===== src/rtl/rot_tlul_host.sv =====
// TL-UL 32-bit host: turns a valid/ready register command stream into A-channel
// requests, and returns D-channel responses in order through a registered queue.
module rot_tlul_host #(
    parameter int unsigned MaxOutstanding = 4,
    parameter logic [3:0]  SourcePrefix   = 4'h0,
    parameter int unsigned TimeoutCycles  = 1024
) (
    input  logic        clk_i,
    input  logic        rst_ni,
    input  logic        req_valid_i,
    output logic        req_ready_o,
    input  logic        req_we_i,
    input  logic [31:0] req_addr_i,
    input  logic [3:0]  req_be_i,
    input  logic [31:0] req_wdata_i,
    output logic        rsp_valid_o,
    input  logic        rsp_ready_i,
    output logic [31:0] rsp_rdata_o,
    output logic        rsp_we_o,
    output logic        rsp_err_o,
    output logic        a_valid_o,
    input  logic        a_ready_i,
    output logic [2:0]  a_opcode_o,
    output logic [2:0]  a_param_o,
    output logic [1:0]  a_size_o,
    output logic [7:0]  a_source_o,
    output logic [31:0] a_address_o,
    output logic [3:0]  a_mask_o,
    output logic [31:0] a_data_o,
    input  logic        d_valid_i,
    output logic        d_ready_o,
    input  logic [2:0]  d_opcode_i,
    input  logic [2:0]  d_param_i,
    input  logic [1:0]  d_size_i,
    input  logic [7:0]  d_source_i,
    input  logic        d_sink_i,
    input  logic [31:0] d_data_i,
    input  logic        d_error_i,
    output logic [4:0]  inflight_o,
    output logic        order_err_o,
    output logic        timeout_o
);

    localparam int unsigned PtrW = (MaxOutstanding > 1) ? $clog2(MaxOutstanding) : 1;
    localparam logic [4:0]      MaxOut     = 5'(MaxOutstanding);
    localparam logic [PtrW-1:0] LastIdx    = PtrW'(MaxOutstanding - 1);
    localparam logic [31:0]     TimeoutLim = 32'(TimeoutCycles);

    typedef enum logic [2:0] {
        OpPutFull    = 3'd0,
        OpPutPartial = 3'd1,
        OpGet        = 3'd4
    } a_op_e;

    typedef struct packed {
        logic [31:0] rdata;
        logic        we;
        logic        err;
    } rsp_t;

    logic            rst_done_q;
    logic            a_valid_q, a_valid_d;
    a_op_e           a_opcode_q, a_opcode_d;
    logic [7:0]      a_source_q, a_source_d;
    logic [31:0]     a_address_q, a_address_d;
    logic [3:0]      a_mask_q, a_mask_d;
    logic [31:0]     a_data_q, a_data_d;
    logic [3:0]      seq_q, seq_d, exp_seq_q, exp_seq_d;
    logic [4:0]      inflight_q, inflight_d, issued_q, issued_d, fifo_cnt_q, fifo_cnt_d;
    logic [PtrW-1:0] wr_ptr_q, wr_ptr_d, rd_ptr_q, rd_ptr_d;
    logic [31:0]     timer_q, timer_d;
    logic            order_err_q, order_err_d, timeout_q, timeout_d;
    rsp_t            fifo_q [MaxOutstanding];
    rsp_t            fifo_d [MaxOutstanding];

    logic accept, a_fire, d_fire, orphan, push, pop, src_ok;
    logic unused_d_fields;

    assign unused_d_fields = ^{d_param_i, d_size_i, d_sink_i};

    // rst_done_q keeps the command port closed while reset is asserted.
    assign req_ready_o = rst_done_q && (inflight_q < MaxOut) && (!a_valid_q || a_ready_i);
    assign accept      = req_valid_i && req_ready_o;
    assign a_fire      = a_valid_q && a_ready_i;
    assign d_ready_o   = (fifo_cnt_q != MaxOut);
    assign d_fire      = d_valid_i && d_ready_o;
    assign orphan      = d_fire && (issued_q == 5'd0);
    assign push        = d_fire && !orphan;
    assign rsp_valid_o = (fifo_cnt_q != 5'd0);
    assign pop         = rsp_valid_o && rsp_ready_i;
    assign src_ok      = (d_source_i == {SourcePrefix, exp_seq_q});

    always_comb begin
        a_valid_d   = a_valid_q;
        a_opcode_d  = a_opcode_q;
        a_source_d  = a_source_q;
        a_address_d = a_address_q;
        a_mask_d    = a_mask_q;
        a_data_d    = a_data_q;
        seq_d       = seq_q;
        if (accept) begin
            a_valid_d   = 1'b1;
            a_source_d  = {SourcePrefix, seq_q};
            a_address_d = req_addr_i;
            seq_d       = seq_q + 4'd1;
            if (!req_we_i) begin
                a_opcode_d = OpGet;
                a_mask_d   = 4'hF;
                a_data_d   = 32'd0;
            end else if (req_be_i == 4'hF) begin
                a_opcode_d = OpPutFull;
                a_mask_d   = 4'hF;
                a_data_d   = req_wdata_i;
            end else begin
                a_opcode_d = OpPutPartial;
                a_mask_d   = req_be_i;
                a_data_d   = req_wdata_i;
            end
        end else if (a_fire) begin
            a_valid_d = 1'b0;
        end
    end

    always_comb begin
        inflight_d = inflight_q;
        if (accept && !pop) begin
            inflight_d = inflight_q + 5'd1;
        end else if (!accept && pop) begin
            inflight_d = inflight_q - 5'd1;
        end

        issued_d = issued_q;
        if (a_fire && !push) begin
            issued_d = issued_q + 5'd1;
        end else if (!a_fire && push) begin
            issued_d = issued_q - 5'd1;
        end

        exp_seq_d   = push ? exp_seq_q + 4'd1 : exp_seq_q;
        order_err_d = order_err_q || orphan || (push && !src_ok);

        // The timer saturates at the limit; the stuck request is never retired.
        timer_d = timer_q;
        if ((issued_q == 5'd0) || d_fire) begin
            timer_d = 32'd0;
        end else if (timer_q != TimeoutLim) begin
            timer_d = timer_q + 32'd1;
        end
        timeout_d = timeout_q || ((TimeoutLim != 32'd0) && (timer_d == TimeoutLim));
    end

    always_comb begin
        fifo_d   = fifo_q;
        wr_ptr_d = wr_ptr_q;
        rd_ptr_d = rd_ptr_q;
        if (push) begin
            fifo_d[wr_ptr_q].rdata = (d_opcode_i == 3'd0) ? 32'd0 : d_data_i;
            fifo_d[wr_ptr_q].we    = (d_opcode_i == 3'd0);
            fifo_d[wr_ptr_q].err   = d_error_i || !src_ok;
            wr_ptr_d = (wr_ptr_q == LastIdx) ? '0 : wr_ptr_q + 1'b1;
        end
        if (pop) begin
            rd_ptr_d = (rd_ptr_q == LastIdx) ? '0 : rd_ptr_q + 1'b1;
        end
        fifo_cnt_d = fifo_cnt_q;
        if (push && !pop) begin
            fifo_cnt_d = fifo_cnt_q + 5'd1;
        end else if (!push && pop) begin
            fifo_cnt_d = fifo_cnt_q - 5'd1;
        end
    end

    always_ff @(posedge clk_i or negedge rst_ni) begin
        if (!rst_ni) begin
            rst_done_q  <= 1'b0;
            a_valid_q   <= 1'b0;
            a_opcode_q  <= OpPutFull;
            a_source_q  <= 8'd0;
            a_address_q <= 32'd0;
            a_mask_q    <= 4'd0;
            a_data_q    <= 32'd0;
            seq_q       <= 4'd0;
            exp_seq_q   <= 4'd0;
            inflight_q  <= 5'd0;
            issued_q    <= 5'd0;
            fifo_cnt_q  <= 5'd0;
            wr_ptr_q    <= '0;
            rd_ptr_q    <= '0;
            timer_q     <= 32'd0;
            order_err_q <= 1'b0;
            timeout_q   <= 1'b0;
            for (int i = 0; i < int'(MaxOutstanding); i++) begin
                fifo_q[i] <= '0;
            end
        end else begin
            rst_done_q  <= 1'b1;
            a_valid_q   <= a_valid_d;
            a_opcode_q  <= a_opcode_d;
            a_source_q  <= a_source_d;
            a_address_q <= a_address_d;
            a_mask_q    <= a_mask_d;
            a_data_q    <= a_data_d;
            seq_q       <= seq_d;
            exp_seq_q   <= exp_seq_d;
            inflight_q  <= inflight_d;
            issued_q    <= issued_d;
            fifo_cnt_q  <= fifo_cnt_d;
            wr_ptr_q    <= wr_ptr_d;
            rd_ptr_q    <= rd_ptr_d;
            timer_q     <= timer_d;
            order_err_q <= order_err_d;
            timeout_q   <= timeout_d;
            fifo_q      <= fifo_d;
        end
    end

    assign a_valid_o   = a_valid_q;
    assign a_opcode_o  = a_opcode_q;
    assign a_param_o   = 3'd0;
    assign a_size_o    = a_valid_q ? 2'd2 : 2'd0;
    assign a_source_o  = a_source_q;
    assign a_address_o = a_address_q;
    assign a_mask_o    = a_mask_q;
    assign a_data_o    = a_data_q;
    assign rsp_rdata_o = fifo_q[rd_ptr_q].rdata;
    assign rsp_we_o    = fifo_q[rd_ptr_q].we;
    assign rsp_err_o   = fifo_q[rd_ptr_q].err;
    assign inflight_o  = inflight_q;
    assign order_err_o = order_err_q;
    assign timeout_o   = timeout_q;

endmodule


===== config.mk =====
export PLATFORM = sky130hd
export DESIGN_NAME = rot_tlul_host
export DESIGN_NICKNAME = d
export VERILOG_FILES = /design/src/rtl/rot_tlul_host.sv
export SDC_FILE = /design/constraint.sdc
export NUM_CORES = 1
export LEC_CHECK = 0
export ABC_AREA = 1
export CORE_ASPECT_RATIO = 0.5
export CORE_MARGIN = 5
export CORE_UTILIZATION = 50
export CTS_BUF_LIST = sky130_fd_sc_hd__clkbuf_16
export CTS_CLUSTER_SIZE = 12
export DETAILED_ROUTE_END_ITERATION = 7
export GPL_TIMING_DRIVEN = 1
export PLACE_DENSITY_LB_ADDON = 0.12
export SLEW_MARGIN = 10
export SYNTH_ARGS = -nofsm -noshare
export SYNTH_HDL_FRONTEND = slang
export SYNTH_SLANG_ARGS = --single-unit

===== constraint.sdc =====
create_clock -name clk_i -period 3.95 [get_ports clk_i]
set_input_delay 0.79 -clock clk_i [delete_from_list [all_inputs] [get_ports clk_i]]
set_output_delay 0.79 -clock clk_i [all_outputs]
set_load 0.01 [all_outputs]

==> metrics list, run 1 <==
- Total Die Area: about 30,000 µm²
- First DRT Iteration DRCs: roughly 840
* Number of gates given a new drive strength after cts: 0
- CP Launch Type: register
* RR Startpoint: issued_q[1]
- Top fanout value on the critical path: 70
- In the final layout, flip-flops and latches occupy 6833 µm².
- Across every metal layer, demand over resource in global routing totals around 26%.
- Data arrival time of the worst path: about 2800 ps
- Iteration count of the initial detailed-routing pass: 5
- Unrepaired setup endpoints after global routing: no
* Outcome: finished clean
- The number of cells on the worst reg-to-reg path is 14.
- Post-route cell area: 16,660 µm²
* Root Driver: sky130_fd_sc_hd__clkbuf_16
* Slowest cell on crit path: sky130_fd_sc_hd__clkdlybuf4s50_1
- Largest clock skew in the final design: around 25 ps
- Largest net degree at the start of global routing: 116
- The number of different library cells used by synthesis comes to a little over 40.
- Top area cells in the synthesized netlist: sky130_fd_sc_hd__dfrtp_1, sky130_fd_sc_hd__nand2_1, sky130_fd_sc_hd__nor2_1
- Initial antenna violation count: 0
- M3 GR Usage: roughly 5.9%
- STA classifies the critical path endpoint as an output port.
- Mean area per synthesized cell: a little under 8 µm²
* Syn Std Cell Area: roughly 13,000 µm²
- Post-DRT Antenna Nets: 0
- After detailed routing, the number of vias per cell comes to just over 5.
- In this run the number of H-tree levels came out at 1.
- Slack of the worst reg-to-reg path: roughly 1500 ps
- The first global-routing pass estimated between 60,000 and 70,000 µm of wire.
- Top post-synthesis cells by count: sky130_fd_sc_hd__nand2_1, sky130_fd_sc_hd__dfrtp_1, sky130_fd_sc_hd__nor2_1
* Critical Path Max Stage Delay: about 640 ps
- Fraction of layout instances using a drive strength above 1: under 10%
- The count of endpoints failing hold in the final timing report came to 0.
* Crit share post-route: roughly 90%
- The clock passes through at most 3 buffers.
- Floorplan core area: 26,220 µm²
* Hold slack final: 301.1 ps
* Max-Slew Margin vs Limit: 41.12%
* Fraction of synthesized cell area taken by the top area cell type: between 50% and 60%
- Maximum Capacitance Violations: 0
- In this run the vertical extent of the chip is roughly 120 µm.
- For the pin with the worst max-slew slack, the measured transition is a little under 900 ps.
- Total Neg Setup Slack: 0 ps
- Fill cells in the final layout number between 2,000 and 2,500.
- Number of synthesized register bits: 273
- Syn-to-layout area delta: 26.29%
* Number of placed I/O pins: 254
* Total number of placement rows: between 40 and 50
* Antenna cell count: 0
- Final weighted congestion of routability-driven global placement: 0.9164
- In the final routed layout, each cell accounts on average for 16.83 µm.
- Clock buffers created by TritonCTS: 27
- The routed design could run at a clock period as short as 3536 ps.
- Layout Nets: around 2,000
* Remaining design rule violation count: 0
- Clk sink count: between 200 and 300
- Of all cell types, the one taking the most synthesized area is sky130_fd_sc_hd__dfrtp_1.
* Total power per unit cell area: approximately 720 nW/µm²
- Chip width: ~240 µm
- Most utilized layer in the global route result: met2
* Total area of multi-input combinational cells: about 5500 µm²
* Final Non-Filler Cells: between 2,000 and 2,500
- Type of the setup path with the least slack: register to output port
- For this run, asynchronously set or reset flops after synthesis account for between 90% and 100%.
- The final number of max-transition violations is 0.
- Clock tree from TritonCTS: built
- The most used flip-flop cell after synthesis is sky130_fd_sc_hd__dfrtp_1.
* Static leakage power: around 8.5 nW
* Instance count after placement with tap cells included: approximately 2,200
- Maximum operating frequency: approximately 280 MHz
- Number of standard cells after synthesis: roughly 1,700
* Met1 Usage GRT: 38.16%
* Standard cell area after detailed placement: 15,940 µm²
* Setup Buffers After CTS: 0
* Post-CTS Hold Buffers: 0
* Number of enable flip-flop cells after synthesis: 0
- Worst flop-to-flop path endpoint: issued_q[4]
- For this block, the routed nets add up to roughly 38,000 µm of wire.
* Number of global-route vias before repair: between 10,000 and 15,000
* Latest clock arrival within the worst-skew pair: 550 ps
- Cell breakdown of the critical path: buf_4 -> o21ai_0 -> o22ai_1 -> clkdlybuf4s50_1
- Across the VDD grid, the largest voltage drop is roughly 0.00045 V.
- During placement, the flow inserted port buffers numbering between 200 and 250.
* Total number of vias: between 10,000 and 15,000
* Reg clk slew, reported paths: 60 ps
- Yosys printed 0 warnings.
* Estimated wirelength of the detail-placed design: ~26,000 µm
- For the worst setup path, the data required time is 3160 ps.
- For met2 alone, demand over resource in global routing was between 30% and 40%.
* Most common cell in the synthesized netlist: sky130_fd_sc_hd__nand2_1
- Initial core utilization: between 50 and 60%
- The min-delay analysis places its worst path in the category input port to asynchronous set/reset pin.
* Share of synthesized area occupied by flip-flops and latches: 51.77%
- Setup-failing EPs final: 0
* Total grt overflow: 0
[stage by stage]
stage	setup slack, ps	utilization [%]	total power, W
2_1_floorplan	1027	-	0.007240
3_3_place_gp	819.9	60.80	0.009710
3_5_place_dp	792.3	60.80	0.009788
4_1_cts	431.9	63.55	0.01212
5_1_grt	333.6	63.55	0.01287
6_report	413.6	63.55	0.01204
[worst max path at each step]
stage                      from               to  slack (ps)  cells after the start
floorplan             a_ready_i    inflight_o[4]        1030                     17
global placement      a_ready_i    inflight_o[4]         820                     17
detailed placement    a_ready_i    inflight_o[4]         790                     17
CTS                 rd_ptr_q[1]  rsp_rdata_o[16]         430                      4
global route        rd_ptr_q[0]         rsp_we_o         330                      4
finish              rd_ptr_q[0]         rsp_we_o         410                      4
[layout make-up]
class                      count  share of cell area, %
tap                          352                  2.643
sequential                   273                  41.00
inverter                     136                  3.078
clock inverter                 9                 0.2703
multi-input combinational   1210                  33.20
timing repair buffer         263                  15.75
clock buffer                  27                  4.054
[state kept, by name, indices dropped and copies added, names as in the netlist]
register,count
rst_done_q,1
fifo_q,136
a_valid_o,1
rd_ptr_q,2
inflight_o,5
order_err_o,1
a_mask_o,4
issued_q,5
seq_q,4
fifo_cnt_q,5
a_data_o,32
timer_q,32
a_address_o,32
a_source_o,4
timeout_o,1
a_opcode_o,2
wr_ptr_q,2
exp_seq_q,4
[power by group]
group	internal [W]	switching [W]
logic	0.00237	0.00288
clock network	0.00122	0.00105
registers	0.00387	0.000655
total	0.00746	0.00458
[layout by cell type (no fill, tap or decap), drive strengths merged]
cell type,instances
buf,26
o21bai,1
or2,4
conb,10
nor2,219
nor4,1
o22ai,34
clkbuf,27
dfrtp,273
nor3b,1
nand3b,11
ha,21
a2111oi,1
o21ai,95
a22o,32
a21oi,12
o22a,3
fa,3
clkinv,2
xor2,14
a211oi,2
nand2,696
nand3,31
o221ai,1
nor3,2
a31oi,2
inv,143
clkdlybuf4s50,237
xnor2,6
nand4,7
a21o,1
[critical path, delay by kind of cell (launching register included)]
kind	cells	cell delay, ps
flops	1	360
compound gates	2	590
buf+inv	2	1230
[logic make-up (layout without fill, tap and decap cells)]
logic type	Yosys count	after routing	synth area share, %
other	2	10	0.05691
XOR/XNOR	20	20	1.328
AND/OR/NAND/NOR	972	972	29.35
AO/OA/AOI/OAI	184	184	8.449
flip-flops	273	273	51.77
buffers and inverters	212	435	6.600
adder cells (fa/ha/maj)	24	24	2.446
[layer usage]
metal / up-vias / wire, µm / part of all wire, %
met1: 5458 / 18580 / 49
met4: 0 / 510 / 1.3
met2: 278 / 16760 / 44
li1: 5674 / - / -
met3: 41 / 2346 / 6.1
met5: - / 0 / 0
(Power assumes the default switching activity.)
==> run 2, diff against run 1 <==
Settings changed: CAP_MARGIN set to 20, GPL_TIMING_DRIVEN 1 to 0.
Clock period 3.95 ns to 4.26 ns, I/O delays scaled along.
==> run 2 against run 1 <==
Sequential cell count stayed put. Via count up 3.6%. Die area unchanged. Clock skew is 2.5 ps lower. Total power decreased by 5.8%.
==> metrics list, run 2 (synthesis results as in run 1) <==
- Input/output buffers: 238
- Total number of vias: about 12,000
- The count of endpoints failing hold in the final timing report is 0.
- CP Launch Type: register
- In this run the worst setup path terminates at rsp_rdata_o[16].
- For the pin with the worst max-slew slack, the measured transition is ~900 ps.
- Derived from the worst setup path, the maximum achievable clock frequency is about 240 MHz.
- The endpoint identified for the worst register-to-register timing path is inflight_o[4].
- Top fanout value on the critical path: 10
- Clock tree synthesis selected as its root buffer the cell sky130_fd_sc_hd__clkbuf_16.
* Register name with the most flops: fifo_q
* Switching power: ~0.0044 W
- Int Power: slightly below 0.007 W
* Number of placed I/O pins: 254
- Detailed routing placed a total of 18,090 µm of wire on met2.
- The final layout contains routed wiring with a total length of between 40,000 and 50,000 µm.
* Max-Slew Margin vs Limit: around two fifths
- Initial antenna violation count: 0
* Largest clock skew in the final design: between 20 and 25 ps
- In this run the critical register-to-register path is launched from inflight_o[3].
- The signal on the critical path passes through clkbuf_1 -> clkbuf_1 -> clkbuf_1 -> nor2_1 -> o22ai_1 -> clkdlybuf4s50_1.
- Flip-flop count of the largest register after layout: 136
- Static leakage power: roughly 8.6 nW
- Max rail drop VDD: between 0.0003 and 0.0004 V
- The initialized floorplan defines between 40 and 50 standard-cell rows.
- Compared with the post-synthesis result, the final layout area differs by 27.53%.
- 0 antenna diodes ended up in the layout.
- Clock-pin slew was measured on the worst setup and hold paths at 60 ps.
- The tool flagged a number of max-cap violations equal to 0.
- The first routing iteration left approximately 1,200 violations.
* Setup-failing EPs final: 0
* Estimated wirelength of the detail-placed design: 29,520 µm
* Tightest Hold Check Type: input port to asynchronous set/reset pin
* Maximum clock insertion buffer count: 3
* Total power per unit cell area: slightly below 700 nW/µm²
- Fill cells: between 2,000 and 2,500
- Crit share post-route: a little over nine tenths
- First-pass GRT wire length: around 65,000 µm
* Fin util: between 60 and 70%
- For this run, design rule violations remaining after detail routing come to 0.
- Slack of the worst reg-to-reg path: about 1100 ps
* Outcome: finished clean
* Chip width: 239.7 µm
* Final weighted congestion of routability-driven global placement: just over 0.9
- Total grt overflow: 0
- The worst setup path is captured at an output port.
- Commonest non-fill, non-tap cells in the layout: sky130_fd_sc_hd__nand2_1, sky130_fd_sc_hd__dfrtp_1, sky130_fd_sc_hd__clkdlybuf4s50_1
- Latest clock arrival within the worst-skew pair: roughly 550 ps
* Cell type with the highest occurrence count on the critical path: sky130_fd_sc_hd__clkbuf_1
- Combinational logic burns about 44% of the power.
* Fraction of layout instances using a drive strength above 1: around 5.0%
- Setup repair after global routing left no endpoint under its margin.
- Worst reg2reg path depth: 15
* Clk sink count: 273
* Most common library cell in the layout ignoring fill and taps: sky130_fd_sc_hd__nand2_1
- Fraction of power consumed by the clock network: a little under a fifth
* Maximum level of the CTS H-tree: 1
* Data arrival time of the worst path: around 3300 ps
* Die Y: between 100 and 150 µm
- Initial core utilization: between 50% and 60%
* Amount of wire on met3 after detailed routing: about 3300 µm
* Proportion of total power due to net switching: around two fifths
- The number of global-route vias before repair came to approximately 12,000.
- DR WL/cell: ~18 µm
- Number of gates given a new drive strength after cts: 0
- Final slew viol count: 0
- Buffers inserted during clock tree synthesis total 27.
* Routed vias/inst: roughly 5.1
- Signal routing reaches up to met4.
- The number of setup buffers added after CTS is 0.
* Minimum clock period: 4154 ps
- TritonCTS built the clock tree.
- For this block, wires on met1 add up to approximately 19,000 µm.
* Layout Nets: 2,113
- Critical Path Max Stage Delay: between 600 and 700 ps
- Required time at the endpoint of the critical path: around 3400 ps
- Floorplan core area: between 20,000 and 30,000 µm²
- For this design, the CTS-stage hold fixing added 0 buffers.
- Type of the setup path with the least slack: register to output port
- In this run the remaining antenna-violating nets after routing total 0.
- Total Die Area: 29,940 µm²
- Largest net degree at the start of global routing: between 100 and 150
* Worst setup startpoint: rd_ptr_q[0]
- Global routing consumed, over all layers together, between 20% and 30% of the routing resources.
* Iteration count of the initial detailed-routing pass: 5
- For this design, the slowest cell found on the critical path is sky130_fd_sc_hd__clkbuf_1.
- Total Neg Setup Slack: 0 ps
- The share of total power dissipated in sequential elements is ~37%.
==> run 2: cell types whose count changed in the layout (fill, tap and decap cells not counted), sizes merged <==
cell | before | now
clkbuf | 27 | 71
inv | 143 | 140
clkinvlp | 0 | 1
clkinv | 2 | 4
buf | 26 | 35
==> run 2: layout make-up <==
class	count	area, µm²	area share [%]
multi-input cells	1210	5523	32.82
well taps	352	440.4	2.617
inverters	136	513.0	3.049
clock inverters	9	42.54	0.2528
flip-flops and latches	273	6832	40.60
plain buffers	76	359.1	2.134
clock buffers	27	675.6	4.015
repair buffers	240	2442	14.51
==> run 2: how the worst min path moves through the flow <==
| stage | cells after the start | start | endpoint | slack [ps] |
|---|---|---|---|---|
| floorplan | 1 | issued_q[4] | issued_q[4] | 430 |
| global placement | 1 | issued_q[4] | issued_q[4] | 450 |
| detailed placement | 1 | issued_q[4] | issued_q[4] | 450 |
| CTS | 1 | rst_ni | fifo_q[28] | 330 |
| global route | 1 | rst_ni | fifo_q[130] | 340 |
| finish | 1 | rst_ni | fifo_q[29] | 300 |
==> run 2: layer usage <==
| metal | up-vias | GRT usage, % |
|---|---|---|
| met1 | 5624 | 39.97 |
| met4 | 0 | 5.766 |
| met3 | 60 | 7.478 |
| met5 | - | 0 |
| li1 | 5778 | - |
| met2 | 404 | 41.02 |
==> run 2: power groups by stage <==
stage | sequential, W | combinational [W] | clock (W)
2_1_floorplan | 0.00423 | 0.00249 | 0
3_3_place_gp | 0.00421 | 0.00494 | 0
3_5_place_dp | 0.00420 | 0.00501 | 0
4_1_cts | 0.00421 | 0.00504 | 0.00214
5_1_grt | 0.00433 | 0.00552 | 0.00226
6_report | 0.00422 | 0.00501 | 0.00211
==> run 2: stage by stage <==
stage	power [W]	cell area [µm²]	hold slack, ps	cells	setup WS [ps]
CTS	0.01138	16830	332.8	2323	82.08
floorplan	0.006713	13230	433.1	1695	1275
detailed placement	0.009212	16110	453.7	2287	296.1
global placement	0.009147	16050	450.8	2285	-9621
global route	0.01211	16830	335.3	2323	54.77
finish	0.01134	16830	304.7	2323	105.9
==> run 2: worst max-delay path, delay by kind of cell (launching register included) <==
family | cells | cell delay, ps
AO/OA/AOI/OAI | 1 | 310
flip-flops | 1 | 370
buffers and inverters | 4 | 1930
AND/OR/NAND/NOR | 1 | 140
==> run 3, diff against run 2 <==
Settings changed: CORE_ASPECT_RATIO 0.5 to 1.2.
==> run 3 against run 2 <==
Clock skew decreased by 1.5 ps. Sequential cell count unchanged. Routed wire length decreased by 5.4%. Sequential power about the same. Highest routed layer unchanged.
==> metrics list, run 3 (synthesis results as in run 1) <==
- Post-route cell area: around 17,000 µm²
- Total power per unit cell area: a little under 700 nW/µm²
- Setup repair after global routing left no endpoint under its margin.
* Total number of placement rows: 65
- Layout Nets: 2,115
- Estimated wirelength of the detail-placed design: between 20,000 and 30,000 µm
- TritonCTS built the clock tree.
- Based on the critical path, the design can be clocked at up to 249.9 MHz.
- Floorplan core area: roughly 26,000 µm²
- Number of global-route vias before repair: 11,950
- Worst flop-to-flop path endpoint: inflight_o[4]
- The run finished with clean final reports.
- In this run the deepest clock path goes through 3 buffers.
- Setup violations remaining at the end of the flow were counted as 0.
* Slack of the worst reg-to-reg path: 1020 ps
- STA puts the critical path data required time at 3410 ps.
* Total Die Area: between 20,000 and 30,000 µm²
* Max rail drop VDD: around 0.0004 V
- The worst hold path belongs to the class input port to asynchronous set/reset pin.
- For the pin with the worst max-slew slack, the measured transition is between 800 and 900 ps.
- Total number of vias: about 12,000
- At the end of routability-driven placement, the weighted congestion stood at between 0.9 and 1.
- Summing all multi-input logic gate instances after layout gives ~5500 µm².
- Minimum clock period: around 4000 ps
* Standard cell area after detailed placement: 16,090 µm²
- Latest clock arrival within the worst-skew pair: ~560 ps
- The tree built by TritonCTS fans out to about 270 sinks.
- In this run, CTS created clock tree buffers numbering 29.
- The initial antenna violation count is 0.
* Fill cells: between 2,000 and 2,500
* Largest clock skew in the final design: ~21 ps
- Leaving out fill and tap cells, the most frequent cell in the layout is sky130_fd_sc_hd__nand2_1.
- Routed vias/inst: slightly above 5
- DR WL/cell: 16.69 µm
- Antenna cell count: 0
* Fraction of layout instances using a drive strength above 1: 5.295%
* Remaining design rule violation count: 0
* Final Routed Wirelength: 38,700 µm
- Chip width: between 150 and 200 µm
* Iteration count of the initial detailed-routing pass: 7
- Maximum Capacitance Violations: 0
* Syn-to-layout area delta: 28.44%
* RR Startpoint: inflight_o[3]
- The most critical setup path has its endpoint at rsp_rdata_o[16].
- Clock-pin slew was measured on the worst setup and hold paths at 60 ps.
- Maximum level of the CTS H-tree: 1
* Data arrival time of the worst path: about 3200 ps
- The initial utilization of the core area, before any placement, comes to 50.39%.
* Final Non-Filler Cells: between 2,000 and 2,500
- The register with the most flip-flops in the layout has between 100 and 150 of them.
- First-pass GRT wire length: approximately 63,000 µm
- Top fanout value on the critical path: 10
- Register name with the most flops: fifo_q
- Total grt overflow: 0
* Number of placed I/O pins: ~250
* CP Launch Type: register
- The first routing iteration left 915 violations.
- Global routing used 26.25% of the available tracks across all layers.
- In the finished design, the share of the clock period the worst path needs comes to 93.95%.
- The count of nets left with antenna violations once routing finished came out at 0.
* Input/output buffers: between 200 and 250
- Commonest non-fill, non-tap cells in the layout: sky130_fd_sc_hd__nand2_1, sky130_fd_sc_hd__dfrtp_1, sky130_fd_sc_hd__clkdlybuf4s50_1
* Setup crit end kind: output port
* Final slew viol count: 0
* Die Y: 188.0 µm
- Type of the setup path with the least slack: register to output port
- In this run the worst setup path begins at rd_ptr_q[0].
* Final hold viol count: 0
- Headroom to the max-slew limit came out at between 40% and 50%.
* Worst reg2reg path depth: 15
- Entering global routing, the biggest net connects 112 pins.
- The cell sitting at the root of the clock tree is a sky130_fd_sc_hd__clkbuf_16.
* Sequential cell area in the final layout: 6832 µm²
* Static leakage power: ~8.7 nW
* Setup Buffers After CTS: 0
* Instance count after placement with tap cells included: 2,270
==> run 3: layout make-up <==
cell class | count | share of cell area, %
multi-input cells | 1210 | 32.59
flip-flops and latches | 273 | 40.31
clock inverters | 19 | 0.7826
repair buffers | 240 | 14.41
plain buffers | 76 | 2.126
well taps | 335 | 2.473
inverters | 136 | 3.027
clock buffers | 29 | 4.282
==> run 3: layer usage <==
metal	share of wire, %	wire length [µm]	global-route usage (%)	up-vias
met1	40	15590	34.55	5579
met5	0	0	0	-
li1	-	-	-	5811
met2	47	18290	42.66	454
met3	9.1	3509	6.487	96
met4	3.4	1312	8.369	0
==> run 3: timing repair <==
action                                  in CTS  in global routing
resized for setup                            0                  4
hold buffers                                 0                  0
endpoints found under the setup margin       0                  6
==> run 3: worst min path at each step <==
stage | startpoint | to | slack (ps) | depth (start not counted)
3_5_place_dp | timeout_o | timeout_o | 460 | 2
2_1_floorplan | issued_q[4] | issued_q[4] | 430 | 1
6_report | rst_ni | fifo_q[28] | 240 | 1
5_1_grt | rst_ni | fifo_q[28] | 290 | 1
4_1_cts | rst_ni | fifo_q[28] | 270 | 1
3_3_place_gp | timeout_o | timeout_o | 450 | 2
==> run 3: stage by stage <==
step | setup WS [ps] | utilization [%] | TNS, ps | hold slack [ps] | total power [W]
after floorplan | 1275 | - | 0 | 433.1 | 0.006713
after global placement | -9664 | 61.20 | -2627990 | 449.1 | 0.009008
after detailed placement | 151.2 | 61.43 | 0 | 457.5 | 0.009128
after CTS | 102.6 | 64.71 | 0 | 269.3 | 0.01154
after global routing | 182.5 | 64.72 | 0 | 291.7 | 0.01231
final | 257.7 | 64.72 | 0 | 238.6 | 0.01149
==> run 3: worst max-delay path: stages, from the launching register on <==
cell                              delay [ps]
sky130_fd_sc_hd__dfrtp_1                 360
sky130_fd_sc_hd__clkbuf_1                220
sky130_fd_sc_hd__clkbuf_1                530
sky130_fd_sc_hd__clkbuf_2                460
sky130_fd_sc_hd__nor2_1                  100
sky130_fd_sc_hd__o22ai_1                 300
sky130_fd_sc_hd__clkdlybuf4s50_1         610
==> run 3: power breakdown <==
part | total (W) | internal (W) | switching, W
sequential | 0.00419 | 0.00359 | 0.000603
combinational | 0.00494 | 0.00221 | 0.00273
clock | 0.00236 | 0.00134 | 0.00103
